<file path="src/rtl/sipo_bit_counter.sv">
// Modulo-WIDTH accepted-bit counter. Produces a registered one-cycle pulse
// after the edge that accepts the last bit of a word.
module sipo_bit_counter #(
  parameter  int WIDTH = 4,
  localparam int CNT_W = $clog2(WIDTH)
) (
  input  logic             clk,
  input  logic             rst,
  input  logic             en,
  output logic [CNT_W-1:0] cnt,
  output logic             wrap
);

  logic last_bit;

  assign last_bit = (cnt == CNT_W'(WIDTH - 1));

  // The counter depends only on en, so an X on the serial data cannot reach it.
  always_ff @(posedge clk) begin
    if (rst) begin
      cnt  <= '0;
      wrap <= 1'b0;
    end else if (en) begin
      cnt  <= last_bit ? '0 : cnt + CNT_W'(1);
      wrap <= last_bit;
    end else begin
      wrap <= 1'b0;
    end
  end

endmodule

</file>
<file path="src/rtl/sipo.sv">
// Serial-in, parallel-out shift register with word-complete strobe.
// pout is a sliding window of the last WIDTH accepted bits.
module sipo #(
  parameter  int WIDTH     = 4,
  parameter  int LSB_FIRST = 0,
  localparam int CNT_W     = $clog2(WIDTH)
) (
  input  logic             clk,
  input  logic             rst,
  input  logic             sin,
  input  logic             en,
  output logic [WIDTH-1:0] pout,
  output logic             word_valid,
  output logic [CNT_W-1:0] bit_cnt
);

  logic [WIDTH-1:0] shift_next;

  generate
    if (LSB_FIRST != 0) begin : g_lsb_first
      assign shift_next = {sin, pout[WIDTH-1:1]};
    end else begin : g_msb_first
      assign shift_next = {pout[WIDTH-2:0], sin};
    end
  endgenerate

  always_ff @(posedge clk) begin
    if (rst) begin
      pout <= '0;
    end else if (en) begin
      pout <= shift_next;
    end
  end

  sipo_bit_counter #(
    .WIDTH(WIDTH)
  ) u_bit_counter (
    .clk (clk),
    .rst (rst),
    .en  (en),
    .cnt (bit_cnt),
    .wrap(word_valid)
  );

endmodule

</file>
<file path="config.mk">
export PLATFORM = sky130hd
export DESIGN_NAME = sipo
export DESIGN_NICKNAME = d
export VERILOG_FILES = /design/src/rtl/sipo_bit_counter.sv /design/src/rtl/sipo.sv
export SDC_FILE = /design/constraint.sdc
export NUM_CORES = 1
export LEC_CHECK = 0
export ABC_AREA = 1
export CAP_MARGIN = 40
export CORE_AREA = 8 8 45 47
export CTS_BUF_LIST = sky130_fd_sc_hd__clkbuf_2
export DETAILED_ROUTE_END_ITERATION = 10
export DIE_AREA = 0 0 53 55
export GPL_TIMING_DRIVEN = 0
export HOLD_SLACK_MARGIN = 0.08
export PLACE_DENSITY = 0.44
export REMOVE_ABC_BUFFERS = 1
export SYNTH_ARGS = -nofsm -noshare
export SYNTH_HDL_FRONTEND = slang
export SYNTH_SLANG_ARGS = --single-unit
</file>
<file path="constraint.sdc">
create_clock -name clk -period 0.91 [get_ports clk]
set_input_delay 0.091 -clock clk [delete_from_list [all_inputs] [get_ports clk]]
set_output_delay 0.091 -clock clk [all_outputs]
set_load 0.01 [all_outputs]
</file>
Yosys cells after proc, flatten, opt, wreduce, memory -nomap -nowiden
Index checks and enable logic that the tools add are counted.
{"block": "word_totals", "elab_cells": 8, "mem_bits_rw": 0, "romBits": 0, "latch_bits": 0, "n_memories": 0, "reg_bits": 7, "input_bits": 4}
{"block": "op_classes", "n_shift": 0, "n_mul": 0, "n_bitwise": 1, "add_sub_neg": 1, "mux": 1, "order_cmp": 0, "n_reduce_logical": 1, "n_div": 0, "n_eq_ne": 1}
{"cell": "adder 2 x 1 -> 2 bit (second input constant)", "count": 1}
{"cell": "== test 2 bit (second input constant)", "count": 1}
{"cell": "2-to-1 mux 2 bit", "count": 1}
{"cell": "OR reduction 2 bit", "count": 1}
{"cell": "NOT 1 bit", "count": 1}

Depth between registers and ports, before layout
Gate-level depths: netlist of run 1.
{"block": "depth", "word_depth": 2, "mapped_depth": 4, "depth_no_buf": 4}

By module
A second synthesis of run 1 with hierarchy kept.
{"block": "unflattened", "hier_cells": 42, "area_unflattened_um2": 305.3}
{"module": "sipo", "seq_area_each_um2": 80.1, "area_per_inst_um2": 175.2, "cells_each": 26, "n_inst": 1}
{"module": "sipo_bit_counter", "seq_area_each_um2": 60.1, "area_per_inst_um2": 130.1, "cells_each": 16, "n_inst": 1}

Worst setup path after synthesis of run 1
OpenSTA, ideal clock, no wires.
{"block": "synth_path", "kind": "register to register", "startpoint": "register u_bit_counter.cnt[0]", "endpoint": "register u_bit_counter.cnt[1]", "path_stages_with_launch": 4, "setup_ns": 0.116, "arrival_ns": 0.772, "path_slack_ns": 0.022, "path_buffers": 0, "cell_sequence": "dfxtp_1 -> ha_1 -> nor2_1 -> nor2_1"}
{"block": "synth_between", "elab_chain_cells": 2}
{"item": "start, declared", "line": "sipo_bit_counter.sv:10", "source": "output logic [CNT_W-1:0] cnt,"}
{"item": "start signal, assigned", "line": "sipo_bit_counter.sv:24", "source": "cnt <= last_bit ? '0 : cnt + CNT_W'(1);"}
{"item": "adder 2 x 1 -> 2 bit or == test 2 bit (tied branches)", "line": "sipo_bit_counter.sv:24, sipo_bit_counter.sv:16"}
{"item": "2-to-1 mux 2 bit *", "line": "sipo_bit_counter.sv:24"}
Every way passes the cells marked *; elsewhere a longest branch is shown, timed or not.
A chain may end at the register's enable or synchronous reset.

Worst setup path in the final report of run 1
{"block": "layout_path", "startpoint": "register pout[1]", "endpoint": "output pout[1]"}
{"item": "start, declared", "line": "sipo.sv:12", "source": "output logic [WIDTH-1:0] pout,"}
{"item": "start signal, assigned", "line": "sipo.sv:31", "source": "pout <= shift_next;"}
No word-level cell between the ends.

==> impl_metrics.py, run 1 <==
metrics = {
    "worst_setup_path": {
        "reg2reg_slack_ps": 100,
        "critical_path.max_fanout": 3,
        "critPathCaptureType": "primary output",
        "slowest_stage": "dfxtp_2",
        "crit_family": "flip-flops",
        "slowest_delay_ps": 330,
        "crit_end": "pout[1]",
        "crit_path_start_kind": "flip-flop",
        "crit_type": "reg2out",
        "rr_worst_depth": 3,
        "critPathArrivalTime_ps": 780,
        "regToRegStartpoint": "u_bit_counter.cnt[0]",
        "crit_chain": "clkdlybuf4s15_2",
        "cp_num_buf_inv": 1,
        "critPathLaunch": "pout[1]",
        "cp_num_cells": 1,
        "cp.required_ps": 820,
        "reg2reg_to": "u_bit_counter.cnt[1]",
    },
    "synth": {
        "synth_area_per_cell_um2": 8.02,
        "synth_edf_count": 0,
        "synthesis.area_um2": 256,
        "post-synth-top-count-cell": "nor2_1",
        "synth_warnings": 0,
        "synth_area_leaders": "dfxtp_1, nor2_1, o21ai_0, ha_1, inv_1",
        "netlist.area_leader.share": 0.546,
        "ys_top_cells_by_count": "nor2_1, dfxtp_1, o21ai_0, inv_1, nand2_1",
        "synthFlopType": "dfxtp_1",
        "async_reset_ff_frac": 0,
        "ys_ff_latch": 7,
        "synth_cell_type_count": 9,
        "ys_seq_area_frac": 0.546,
        "synth_area_leader_cell": "dfxtp_1",
        "postSynthCellCount": 32,
    },
    "clock_network": {
        "cts_sinks": 7,
        "clk_latency_ps": 240,
        "cts-root-buf": "clkbuf_2",
        "tritoncts": "yes",
        "holdBufCountCts": 0,
        "numCtsBuffers": 3,
        "htreeDepth": 1,
        "clkSlewWorstSetupHoldPaths_ps": 90,
        "cts_buffer_depth": 2,
    },
    "placed_design": {
        "port_buffers": 10,
        "place_congestion": 0.621,
        "place_area_um2": 377,
    },
    "power_and_ir_drop": {
        "power_frac_comb": 0.152,
        "p_per_area_mw_per_mm2": 1700,
        "ir_drop_mv": 0.718,
        "clock_power_share": 0.348,
        "p_leak_uw": 0.000196,
        "pwr-share-seq": 0.500,
        "switching_share": 0.279,
        "internal_power_uw": 499,
        "p_switching_uw": 193,
    },
    "route": {
        "drc": 0,
        "drtPass1Iterations": 4,
        "routedWlPerCell_um": 10.6,
        "vias": 244,
        "drtIter0Drc": 2,
        "routed_wirelength_um": 669,
        "via_per_inst": 3.87,
        "postRouteAntennaNets": 0,
    },
    "sta": {
        "hold_ws_ps": 241,
        "worst_slew_pin_slew_ps": 277,
        "fmax_mhz": 1150,
        "clock_skew_ps": 15.8,
        "min_period_over_period": 0.955,
        "hold_violations": 0,
        "fin_setup_tns_ps": 0,
        "rsz0062_at_grt": "no",
        "timing.final.crit_period_ps": 869,
        "final-setup-viol-count": 0,
        "slew_viol_final": 0,
        "relSlewSlack": 0.815,
    },
    "floorplan": {
        "rows": 14,
        "die_area_mm2": 0.00292,
        "fp.dieH_um": 55,
        "ios": 11,
        "core_area_mm2": 0.00138,
        "die_w_um": 53,
        "start_util": 0.185,
    },
    "layout": {
        "nNetsFinal": 53,
        "postLayoutCellArea_um2": 407,
        "syn_to_final_growth_pct": 58.5,
        "drive_above_1_share": 0.468,
        "num-fill-cells": 167,
        "diodes": 0,
        "postLayoutCoreUtil": 0.294,
    },
    "run_status": {
        "status": "finished, final reports clean",
    },
    "grt": {
        "grt_pass1_vias": 227,
        "antenna_found_initial": 0,
        "overflow": 0,
        "grt_max_degree": 9,
        "grtUsageTotal": 0.0515,
        "grt_pass1_wl_um": 993,
    },
    "run": {
        "cap_violations": 0,
    },
    "worst_hold_path": {
        "hold_path_class": "in2reg",
    },
}
## per-stage QoR
step | worst slack (ps) | power [uW] | cells
after CTS | 10.7 | 699 | 63
after floorplan | 21.7 | 391 | 32
after detailed placement | -199 | 455 | 58
after global placement | -197 | 456 | 58
final | 40.5 | 692 | 63
after global routing | 0.960 | 735 | 63
## layout by cell type (no fill, tap or decap)
master	synthesis	layout
nor3_2	1	1
buf_2	0	4
dfxtp_2	0	5
inv_2	1	2
dfxtp_1	7	2
clkdlybuf4s15_2	0	2
a21oi_2	0	1
dlymetal6s2s_1	0	1
clkbuf_2	0	5
nand2_1	3	3
inv_1	3	2
buf_4	0	1
clkdlybuf4s50_1	0	2
o21ai_0	5	5
nor2_1	10	10
ha_4	0	1
## power by group through the flow
| stage | clock network (uW) | logic (uW) | registers, uW |
|---|---|---|---|
| finish | 240 | 105 | 346 |
| detailed placement | 0 | 108 | 347 |
| global route | 265 | 121 | 349 |
| global placement | 0 | 109 | 348 |
| CTS | 253 | 103 | 343 |
| floorplan | 0 | 35.5 | 355 |
## worst min-delay path by stage
stage	start	end	slack (ps)	cells after the start
final	en	u_bit_counter.cnt[0]	240	3
after global routing	en	u_bit_counter.cnt[0]	260	3
after global placement	u_bit_counter.cnt[0]	u_bit_counter.cnt[0]	470	2
after detailed placement	u_bit_counter.cnt[0]	u_bit_counter.cnt[0]	480	2
after CTS	sin	pout[0]	420	3
after floorplan	rst	u_bit_counter.wrap	160	1
## cell type report
cell class,count,area [um^2],area share
Clock buffer,4,20.0,0.0492
Inverter,4,15.0,0.0369
Sequential cell,7,146,0.360
Timing Repair Buffer,11,87.6,0.215
Multi-Input combinational cell,21,118,0.289
Tap cell,16,20.0,0.0492
## cell families (layout without fill, tap and decap cells)
logic type	count (synthesis)	count (layout)	share of synthesized area
simple gates	14	14	0.229
flops	7	7	0.546
compound gates	6	6	0.117
buf+inv	4	19	0.0585
fa+ha+maj	1	1	0.0488
## metal layers
| metal | vias to the layer above | part of all wire | GRT usage |
|---|---|---|---|
| li1 | 130 | - | - |
| met1 | 102 | 0.41 | 0.0473 |
| met2 | 10 | 0.41 | 0.0586 |
| met3 | 2 | 0.16 | 0.0642 |
| met4 | 0 | 0.012 | 0.0388 |
| met5 | - | 0 | 0 |
## flip-flops by register name, summed over array words and instances (netlist names)
name and cells:
pout 4, u_bit_counter.cnt 2, u_bit_counter.wrap 1
## repair_timing
item,4_1_cts,5_1_grt
resized for setup,27,7
endpoints found under the setup margin,7,6
buffers inserted,1,0
pin swaps,0,1
Power figures use the tool's default switching activity.
==> run 2, diff against run 1 <==
CORE_AREA = 2 2 39 41   (was 8 8 45 47)
DIE_AREA = 0 0 41 43   (was 0 0 53 55)
==> run 2 against run 1 <==
  * Clock skew decreased by 5.4 ps
  * Maximum frequency grew 3.6%
  * Clock-buffer cell count is the same
  * Via count increased by 2.0%
  * Clock power down 2%
  * Final cell count up 1.6%
  * First-iteration DRC count rose by 100%
  * Flip-flop and latch count is the same
  * Setup slack gained 31 ps
  * Critical path type unchanged
  * Largest power group unchanged
==> impl_metrics.py, run 2 (same netlist as run 1, synthesis figures left out) <==
metrics = {
    "sta": {
        "min_period_over_period": 0.922,
        "final-setup-viol-count": 0,
        "rsz0062_at_grt": "no",
        "clock_skew_ps": 10.5,
        "fmax_mhz": 1190,
        "slew_viol_final": 0,
        "hold_violations": 0,
        "relSlewSlack": 0.807,
        "worst_slew_pin_slew_ps": 289,
        "timing.final.crit_period_ps": 839,
    },
    "run": {
        "cap_violations": 0,
    },
    "route": {
        "routedWlPerCell_um": 9.50,
        "drc": 0,
        "postRouteAntennaNets": 0,
        "drtPass1Iterations": 3,
        "drtIter0Drc": 4,
        "routed_wirelength_um": 608,
        "vias": 249,
        "via_per_inst": 3.89,
    },
    "run_status": {
        "status": "finished, final reports clean",
    },
    "layout": {
        "diodes": 0,
        "postLayoutCoreUtil": 0.288,
        "top_register": "pout",
        "layout_common_cells": "nor2_1, clkbuf_2, o21ai_0, buf_2, dfxtp_2",
        "postLayoutCellArea_um2": 398,
        "largest_reg_flops": 4,
        "syn_to_final_growth_pct": 55.1,
        "reg.largest.list": "pout: 4 flops, u_bit_counter.cnt: 2 flops, u_bit_counter.wrap: 1 flops",
        "nNetsFinal": 54,
        "drive_above_1_share": 0.438,
        "layout_commonest_cell": "nor2_1",
    },
    "power_and_ir_drop": {
        "p_per_area_mw_per_mm2": 1720,
        "p_switching_uw": 186,
        "power_frac_comb": 0.151,
        "pwr-share-seq": 0.505,
        "clock_power_share": 0.344,
        "switching_share": 0.272,
        "ir_drop_mv": 0.637,
        "total_power_uw": 684,
        "p_leak_uw": 0.000202,
        "internal_power_uw": 498,
    },
    "clock_network": {
        "cts-root-buf": "clkbuf_2",
        "htreeDepth": 1,
        "clkSlewWorstSetupHoldPaths_ps": 80,
        "cts_buffer_depth": 2,
        "clk_latency_ps": 240,
        "tritoncts": "yes",
        "numCtsBuffers": 3,
        "holdBufCountCts": 0,
        "cts_sinks": 7,
    },
    "floorplan": {
        "die_area_mm2": 0.00176,
        "fp.dieH_um": 43,
        "start_util": 0.185,
        "ios": 11,
        "rows": 14,
        "die_w_um": 41,
        "core_area_mm2": 0.00138,
    },
    "grt": {
        "antenna_found_initial": 0,
        "grtUsageTotal": 0.0794,
        "grt_max_degree": 9,
        "grt_pass1_wl_um": 862,
        "grt_pass1_vias": 213,
        "overflow": 0,
    },
    "worst_setup_path": {
        "slowest_delay_ps": 370,
        "crit_path_start_kind": "flip-flop",
        "crit_type": "reg2out",
        "cp.required_ps": 820,
        "crit_family": "flip-flops",
        "critPathArrivalTime_ps": 750,
        "critical_path.max_fanout": 3,
        "crit_chain": "buf_2",
        "critPathCaptureType": "primary output",
        "cp_num_buf_inv": 1,
        "slowest_stage": "dfxtp_2",
    },
    "placed_design": {
        "port_buffers": 10,
        "place_area_um2": 377,
        "hpwl_um": 386,
        "place_congestion": 0.647,
    },
    "worst_hold_path": {
        "hold_path_class": "in2reg",
    },
}
==> run 2: path summary, 6_finish.rpt <==
kind,start,endpoint,slack [ps],cells past startpoint
setup reg to reg,u_bit_counter.cnt[0],u_bit_counter.cnt[0],100,4
setup / recovery,u_bit_counter.cnt[0],bit_cnt[0],70,1
hold reg to reg,pout[2],pout[3],490,2
hold / removal,en,u_bit_counter.cnt[0],240,3
==> run 2: area by class of cell <==
type / count / area (um^2)
Multi-Input combinational cell: 21 / 114
Sequential cell: 7 / 146
Fill cell: 171 / 986
Clock buffer: 4 / 20.0
Timing Repair Buffer: 12 / 82.6
Inverter: 4 / 15.0
Tap cell: 16 / 20.0
==> run 2: worst min-delay path: cells and delay by family <==
| kind | cells | cell delay [ps] |
|---|---|---|
| and+or+nand+nor | 1 | 100 |
| AOI/OAI and AO/OA | 1 | 50 |
| buffers and inverters | 1 | 210 |
==> run 2: per-stage QoR <==
stage	worst slack [ps]	cells	hold slack, ps	setup TNS, ps
6_report	71.1	64	244	0
5_1_grt	0.822	64	264	0
4_1_cts	1.74	62	421	0
3_5_place_dp	-203	58	488	-1570
3_3_place_gp	-197	58	474	-1520
2_1_floorplan	21.7	32	161	0
==> run 2: repair_timing <==
| action | in CTS | in global routing |
|---|---|---|
| setup buffers | 0 | 2 |
| endpoints found under the setup margin | 7 | 10 |
| resized for setup | 23 | 10 |
| pin swaps | 0 | 1 |
==> run 2: metal layers <==
metal	vias up	wire, um	GRT usage
met2	12	248	0.0844
met1	106	285	0.100
li1	131	-	-
met5	-	0	0
met3	0	75	0.0942
met4	0	0	0.0200
==> run 2: power by group through the flow <==
stage | clock network, uW | registers [uW] | logic, uW
floorplan | 0 | 355 | 35.5
global placement | 0 | 347 | 107
detailed placement | 0 | 348 | 107
CTS | 247 | 343 | 98.7
global route | 277 | 348 | 120
finish | 235 | 345 | 103
==> run 3, diff against run 2 <==
clock period = 0.8 ns   (was 0.91 ns; I/O delays follow)
==> run 3 against run 2 <==
  * The run now ends with setup timing left
  * Final area increased by 14%
  * Core utilization is 3.9 points higher
  * Final cell count grew 1.6%
  * Largest cell class unchanged
==> impl_metrics.py, run 3 (same netlist as run 1, synthesis figures left out) <==
metrics = {
    "sta": {
        "slew_viol_final": 0,
        "fmax_mhz": 1240,
        "final-setup-viol-count": 4,
        "rsz0062_at_grt": "yes",
        "hold_violations": 0,
        "worst_slew_pin_slew_ps": 280,
        "fin_setup_tns_ps": -19.5,
        "setup_ws_ps": -8.36,
        "timing.final.crit_period_ps": 808,
        "relSlewSlack": 0.813,
        "min_period_over_period": 1.01,
        "clock_skew_ps": 10.3,
    },
    "layout": {
        "syn_to_final_growth_pct": 76.1,
        "num-fill-cells": 163,
        "postLayoutCellArea_um2": 452,
        "reg.largest.list": "pout: 4 flops, u_bit_counter.cnt: 2 flops, u_bit_counter.wrap: 1 flops",
        "layout_commonest_cell": "nor2_1",
        "largest_reg_flops": 4,
        "nNetsFinal": 55,
        "stdcell_count": 65,
        "drive_above_1_share": 0.531,
        "layout_common_cells": "nor2_1, buf_6, o21ai_0, clkbuf_2, dfxtp_2",
        "diodes": 0,
        "top_register": "pout",
    },
    "power_and_ir_drop": {
        "power_frac_comb": 0.187,
        "pwr-share-seq": 0.484,
        "p_per_area_mw_per_mm2": 1810,
        "switching_share": 0.274,
        "p_switching_uw": 224,
        "ir_drop_mv": 0.730,
        "clock_power_share": 0.329,
        "p_leak_uw": 0.000208,
        "internal_power_uw": 594,
    },
    "floorplan": {
        "fp.dieH_um": 43,
        "ios": 11,
        "start_util": 0.185,
        "die_area_mm2": 0.00176,
        "core_area_mm2": 0.00138,
        "die_w_um": 41,
        "rows": 14,
    },
    "worst_hold_path": {
        "min_from": "en",
        "whs_path_depth": 3,
        "holdPathEnd": "u_bit_counter.cnt[0]",
        "hold_path_class": "in2reg",
    },
    "route": {
        "drtIter0Drc": 3,
        "drc": 0,
        "vias": 258,
        "routed_wirelength_um": 645,
        "routedWlPerCell_um": 9.92,
        "via_per_inst": 3.97,
        "drtPass1Iterations": 2,
        "postRouteAntennaNets": 0,
    },
    "placed_design": {
        "dp_slack_ps": -302,
        "post-place-cells": 58,
        "hpwl_um": 386,
        "place_area_um2": 377,
        "port_buffers": 10,
        "place_congestion": 0.647,
    },
    "clock_network": {
        "holdBufCountCts": 0,
        "cts_buffer_depth": 2,
        "clkSlewWorstSetupHoldPaths_ps": 80,
        "cts_sinks": 7,
        "tritoncts": "yes",
        "clk_latency_ps": 240,
        "htreeDepth": 1,
        "cts-root-buf": "clkbuf_2",
        "numCtsBuffers": 3,
    },
    "worst_setup_path": {
        "critPathArrivalTime_ps": 950,
        "regToRegStartpoint": "u_bit_counter.cnt[1]",
        "reg2reg_to": "u_bit_counter.cnt[1]",
        "critical_path.max_fanout": 3,
        "cp.required_ps": 940,
        "crit_type": "reg2reg",
        "reg2reg_slack_ps": -8,
        "rr_worst_depth": 3,
        "crit_path_start_kind": "flip-flop",
        "critPathCaptureType": "flip-flop",
    },
    "grt": {
        "antenna_found_initial": 0,
        "grtUsageTotal": 0.0945,
        "overflow": 0,
        "grt_pass1_wl_um": 1060,
        "grt_pass1_vias": 266,
        "grt_max_degree": 9,
    },
    "run_status": {
        "status": "finished with violations",
        "violations": "setup timing",
    },
    "run": {
        "cap_violations": 0,
    },
}
run 3: cell type report:
| type | instances | area [um^2] | area share |
|---|---|---|---|
| Timing Repair Buffer | 13 | 124 | 0.274 |
| Clock buffer | 4 | 20.0 | 0.0443 |
| Sequential cell | 7 | 153 | 0.338 |
| Tap cell | 16 | 20.0 | 0.0443 |
| Inverter | 4 | 15.0 | 0.0332 |
| Multi-Input combinational cell | 21 | 120 | 0.266 |
run 3: critical path, stage by stage, from the launching register on:
cell and delay (ps):
dfxtp_4 370, ha_4 230, nor2_2 70, nor2_1 40
run 3: power groups by stage:
stage | clock (uW) | sequential, uW | combinational (uW)
floorplan | 0 | 404 | 40.4
global placement | 0 | 395 | 122
detailed placement | 0 | 395 | 122
CTS | 281 | 393 | 124
global route | 315 | 400 | 172
finish | 269 | 396 | 153
run 3: metal layers:
metal / vias up / GRT usage / share of wire
met5: - / 0 / 0
met4: 0 / 0.0200 / 0
met3: 0 / 0.0942 / 0.093
met2: 11 / 0.122 / 0.43
met1: 112 / 0.110 / 0.47
li1: 135 / - / -
run 3: worst max-delay path by stage:
stage	slack, ps	endpoint	start	depth (start not counted)
2_1_floorplan	-90	u_bit_counter.cnt[1]	u_bit_counter.cnt[0]	3
3_3_place_gp	-300	pout[2]	en	4
3_5_place_dp	-300	pout[1]	en	4
4_1_cts	-40	bit_cnt[1]	u_bit_counter.cnt[1]	1
5_1_grt	-60	u_bit_counter.cnt[0]	u_bit_counter.cnt[0]	4
6_report	-8	u_bit_counter.cnt[1]	u_bit_counter.cnt[1]	3
run 3: what timing repair did:
| item | CTS | global route |
|---|---|---|
| pin swaps | 4 | 1 |
| setup endpoints to repair | 13 | 10 |
| setup buffers | 3 | 0 |
| gates cloned | 0 | 0 |
| resized for setup | 39 | 10 |
run 3: through the flow:
stage / total power (uW) / util / hold WS, ps
after floorplan: 445 / - / 150
after global placement: 517 / 0.272 / 474
after detailed placement: 517 / 0.272 / 488
after CTS: 798 / 0.297 / 344
after global routing: 887 / 0.326 / 372
final: 818 / 0.326 / 355
